==> src/rtl/rx_data_path.sv <==
// Receive datapath: deserialises RXIn into two ping-pong word buffers and hands them out oldest-first.
// Optional parity checking is enabled by defining RX_PARITY_EN.
module rx_data_path #(
  parameter int WIDTH     = 32,
  parameter bit MSB_FIRST = 1'b1
) (
  input  logic             clk,
  input  logic             rst_n,
  input  logic             StartRX,
  input  logic             RXIn,
  input  logic             RXBitValid,
  input  logic             readData,
  output logic [WIDTH-1:0] dataOut,
  output logic             dataValid,
  output logic             RXBuff0Full,
  output logic             RXBuff1Full,
  output logic             overrun,
  output logic             parityErr,
  output logic [1:0]       fsm_state
);

  localparam int CW = $clog2(WIDTH + 1);
`ifdef RX_PARITY_EN
  localparam logic [CW-1:0] LAST_CNT = CW'(WIDTH);
`else
  localparam logic [CW-1:0] LAST_CNT = CW'(WIDTH - 1);
`endif
  localparam logic [CW-1:0] DATA_CNT = CW'(WIDTH);

  typedef enum logic [1:0] {
    IDLE = 2'd0,
    FILL = 2'd1,
    HOLD = 2'd2
  } state_t;

  // Handshake: a word is transferred on every rising edge where readData and
  // dataValid are both high; readData while dataValid is low has no effect.

  state_t           state;
  logic [WIDTH-1:0] rx_buf [2];
  logic [1:0]       full;
  logic             wr_ptr;
  logic             rd_ptr;
  logic [CW-1:0]    bit_cnt;
  logic             overrun_q;
  logic [WIDTH-1:0] cur_word;
  logic [WIDTH-1:0] shifted;
  logic             rd_fire;
  logic             other_busy;

  assign cur_word   = rx_buf[wr_ptr];
  assign shifted    = MSB_FIRST ? {cur_word[WIDTH-2:0], RXIn} : {RXIn, cur_word[WIDTH-1:1]};
  assign dataValid  = full[rd_ptr];
  assign rd_fire    = readData & dataValid;
  // The other buffer only blocks us if it is not being drained on this same edge.
  assign other_busy = full[~wr_ptr] & ~rd_fire;

  assign dataOut     = rx_buf[rd_ptr];
  assign RXBuff0Full = full[0];
  assign RXBuff1Full = full[1];
  assign overrun     = overrun_q;
  assign fsm_state   = state;

`ifdef RX_PARITY_EN
  logic parity_err_q;
  assign parityErr = parity_err_q;
`else
  assign parityErr = 1'b0;
`endif

  always_ff @(posedge clk) begin
    if (!rst_n) begin
      state     <= IDLE;
      rx_buf[0] <= '0;
      rx_buf[1] <= '0;
      full      <= 2'b00;
      wr_ptr    <= 1'b0;
      rd_ptr    <= 1'b0;
      bit_cnt   <= '0;
      overrun_q <= 1'b0;
`ifdef RX_PARITY_EN
      parity_err_q <= 1'b0;
`endif
    end else begin
`ifdef RX_PARITY_EN
      parity_err_q <= 1'b0;
`endif
      if (rd_fire) begin
        full[rd_ptr] <= 1'b0;
        rd_ptr       <= ~rd_ptr;
      end

      if (!StartRX) begin
        state     <= IDLE;
        bit_cnt   <= '0;
        overrun_q <= 1'b0;
      end else begin
        case (state)
          IDLE: begin
            // Both buffers full is the only way the write buffer can be occupied.
            if (full[wr_ptr] && !rd_fire) state <= HOLD;
            else                          state <= FILL;
          end
          FILL: begin
            if (RXBitValid) begin
              if (bit_cnt < DATA_CNT) rx_buf[wr_ptr] <= shifted;
              if (bit_cnt == LAST_CNT) begin
                bit_cnt <= '0;
`ifdef RX_PARITY_EN
                if (^{cur_word, RXIn}) begin
                  parity_err_q <= 1'b1;
                end else begin
                  full[wr_ptr] <= 1'b1;
                  wr_ptr       <= ~wr_ptr;
                  if (other_busy) state <= HOLD;
                end
`else
                full[wr_ptr] <= 1'b1;
                wr_ptr       <= ~wr_ptr;
                if (other_busy) state <= HOLD;
`endif
              end else begin
                bit_cnt <= bit_cnt + 1'b1;
              end
            end
          end
          HOLD: begin
            if (RXBitValid) overrun_q <= 1'b1;
            if (rd_fire)    state     <= FILL;
          end
          default: state <= IDLE;
        endcase
      end
    end
  end

endmodule

==> config.mk <==
export PLATFORM = sky130hd
export DESIGN_NAME = rx_data_path
export DESIGN_NICKNAME = d
export VERILOG_FILES = /design/src/rtl/rx_data_path.sv
export SDC_FILE = /design/constraint.sdc
export NUM_CORES = 1
export LEC_CHECK = 0
export ABC_AREA = 0
export CAP_MARGIN = 10
export CORE_ASPECT_RATIO = 1.75
export CORE_MARGIN = 2
export CORE_UTILIZATION = 59
export CTS_CLUSTER_DIAMETER = 40
export DETAILED_ROUTE_END_ITERATION = 10
export PLACE_DENSITY = 0.94
export SYNTH_ARGS = -nofsm -noshare
export SYNTH_HDL_FRONTEND = slang
export SYNTH_SLANG_ARGS = --single-unit
==> constraint.sdc <==
create_clock -name clk -period 3.25 [get_ports clk]
set_clock_uncertainty 0.05 [all_clocks]
set_input_delay 0.65 -clock clk [delete_from_list [all_inputs] [get_ports clk]]
set_output_delay 0.65 -clock clk [all_outputs]
set_load 0.01 [all_outputs]
==> summary.txt, run 1 <==
Cells and area
  • Most frequent cells in the layout: nor2_1 (73), edfxtp_1 (64), clkdlybuf4s50_1 (43), mux2i_1 (32), mux2_2 (31)
  • NumNets Final: 346
  • Fin cells: 424
  • Most common cell after layout, fill and taps aside: nor2_1
  • Fin area: 4330 um^2
  • Layout cells sized above 1: 16.0%
  • Fillers: 449
  • Area growth from synthesis to layout: 18.6%
  • Area of the multi-input gates: 1300 um^2
  • FF+latch area: 2220 um^2
  • Diodes inserted: 0
  • Utilization after layout: 71.2%

Timing
  • Worst-Margin Slew: 957 ps
  • Final setup violation count: 0
  • Max Fclk: 361 MHz
  • Setup TNS: 0 ps
  • Fin. max-slew vios: 0
  • Hold Violations, Final: 0
  • Post-layout minimum cycle time: 2770 ps
  • Final Cycle Share: 85.1%
  • RSZ-0062 raised after global routing: no
  • Slew margin rel.: 36.2%

Global routing
  • First-pass GRT wire length: 11.2 mm
  • Grt total ovfl: 0
  • Number of global-route vias before repair: 2358
  • Global Route Usage Sum: 21.7%
  • Largest net degree at the start of global routing: 33
  • Initial antenna violation count: 0

Synth
  • Yosys reg bits: 79
  • Top cell type's share of synthesized area: 52.6%
  • Yosys warns: 0
  • Synth area leader: edfxtp_1
  • Mean Syn Cell Area: 12.4 um^2
  • Synth Flop Type: edfxtp_1
  • Async SR Flop Fraction: 0%
  • Distinct cell type count after synthesis: 38
  • Mapped Area: 3650 um^2
  • Post-synth EDFFs: 64
  • Area contributors post-synth: edfxtp_1 (53%), mux2_2 (9.6%), mux2i_1 (8.8%), dfxtp_1 (8.2%), nor2_1 (7.5%)
  • Seq/Total Area, Yosys: 60.8%
  • Syn Inst Count: 295
  • Synthesized net count: 302

Placement
  • Dpl hpwl: 4.72 mm
  • Routability cong.: 0.827
  • PortBufs: 43
  • Inst Count DP: 408
  • Placement Cell Area: 4180 um^2

Clocking
  • TritonCTS clock tree: yes
  • Hold buffers post-CTS: 0
  • Post_cts resized: 0
  • Clk root buf: clkbuf_8
  • Postcts setup bufs: 0
  • TritonCTS Buffers: 9
  • Insertion delay to the later sink of the worst-skew pair: 350 ps
  • H-tree depth: 3
  • Clock tree buffer depth: 2
  • Clock sink count: 79
  • Clk slew on worst S/H paths: 80 ps

Power and ir drop
  • Peak VDD IR: 337 uV
  • Pleak: 1.43 nW
  • Pwr dens: 433 nW/um^2

Critical path
  • Largest fanout on the critical path: 24
  • Worst Path Arrival: 2070 ps
  • Required time worst endpoint: 2550 ps
  • Startpoint types: flop
  • Crit path kind: reg2out
  • Setup crit end kind: output port
  • R2r setup slk: 1380 ps

Floorplanning
  • Die area: 6860 um^2
  • Placeable Area: 6090 um^2
  • Starting Density: 60.1%
  • Die Height: 108 um
  • Row cnt: 38
  • Die width: 63.5 um
  • IO Count: 45

Run status
  • Status: completed

Drt
  • Antenna Nets Post-Route: 0
  • Wire per inst: 16.5 um
  • Drt pass-1 iters: 4
  • Initial drt markers: 106
  • Remaining routing DRC violations: 0
  • Vias: 2407
  • Routed WL: 7.00 mm
  • Vias per cell: 5.68

Run
  • Max_cap viols: 0

Min path
  • HP Class: reg2reg
## final cells by class
class	instances	share of cell area [%]
Inverter	6	0.520
Clock buffer	11	3.03
Sequential cell	79	51.3
Clock inverter	5	0.578
Multi-Input combinational cell	192	30.1
Tap cell	80	2.31
Timing Repair Buffer	51	12.2
## through the flow
stage	setup WS [ps]	total power, mW	hold WS, ps
2_1_floorplan	818	1.23	403
3_3_place_gp	682	1.29	413
3_5_place_dp	619	1.30	425
4_1_cts	452	1.89	448
5_1_grt	399	1.94	468
6_report	483	1.88	448
## Yosys cell counts (4+ instances only)
library cell / number
mux2i_1: 32
a21oi_1: 6
edfxtp_1: 64
o21ai_0: 4
nor2_1: 73
nand2_1: 13
mux2_2: 31
dfxtp_1: 15
inv_1: 5
buf_2: 11
## worst max-delay path: stages, from the launching register on
cell and delay [ps]:
dfxtp_1 600, buf_12 250, mux2_2 380, clkdlybuf4s50_1 490
## registers in the layout (all words and copies together) (netlist names), named ones only
register	count
wr_ptr	1
fsm_state	2
full	2
bit_cnt	6
overrun	1
rd_ptr	1
rx_buf	64
## where the power goes
| group | leakage (nW) | internal (mW) | switching, mW |
|---|---|---|---|
| Clock | 0.0782 | 0.270 | 0.328 |
| Combinational | 0.598 | 0.0638 | 0.0653 |
| Sequential | 0.757 | 1.13 | 0.0203 |
| Total | 1.43 | 1.46 | 0.414 |
## routing by layer
layer  part of all wire [%]  GRT usage, %  vias up
li1                       -             -     1137
met1                     39          24.3     1187
met2                     55          38.2       68
met3                    4.1          5.31       15
met4                    2.4          10.6        0
met5                      0             0        -
## logic make-up (layout without fill, tap and decap cells)
group	after synthesis	after routing	synth area share (%)
flip-flops	79	79	60.8
AO/OA/AOI/OAI	18	18	3.08
other	1	1	0.103
AND/OR/NAND/NOR	102	102	11.9
multiplexers	66	66	19.2
adder cells (fa/ha/maj)	1	1	0.342
XOR/XNOR	4	4	0.959
buffers and inverters	24	73	3.56
## final timing paths
path,depth (start not counted),endpoint,from
worst min-delay path,2,bit_cnt[1]$_SDFFE_PN0P_,bit_cnt[1]$_SDFFE_PN0P_
worst max-delay path,3,dataOut[0],flop
worst max register to register,5,rx_buf[1][13]$_SDFFCE_PN0P_,fsm_state[1]$_SDFFE_PN0P_
worst min register to register,2,bit_cnt[1]$_SDFFE_PN0P_,bit_cnt[1]$_SDFFE_PN0P_
(Power assumes the default switching activity.)
==> run 2, diff against run 1 <==
--- a/config.mk
+++ b/config.mk
@@ -11,6 +11,7 @@
 export CORE_MARGIN = 2
 export CORE_UTILIZATION = 59
 export CTS_CLUSTER_DIAMETER = 40
+export CTS_CLUSTER_SIZE = 25
 export DETAILED_ROUTE_END_ITERATION = 10
 export PLACE_DENSITY = 0.94
 export SYNTH_ARGS = -nofsm -noshare
==> results of run 2 <==
No change in the layout: final DEF, timing and power equal those of run 1.
==> run 3, diff against run 2 <==
--- a/config.mk
+++ b/config.mk
@@ -6,7 +6,6 @@
 export NUM_CORES = 1
 export LEC_CHECK = 0
 export ABC_AREA = 0
-export CAP_MARGIN = 10
 export CORE_ASPECT_RATIO = 1.75
 export CORE_MARGIN = 2
 export CORE_UTILIZATION = 59
==> results of run 3 <==
No change in the layout: final DEF, timing and power equal those of run 1.
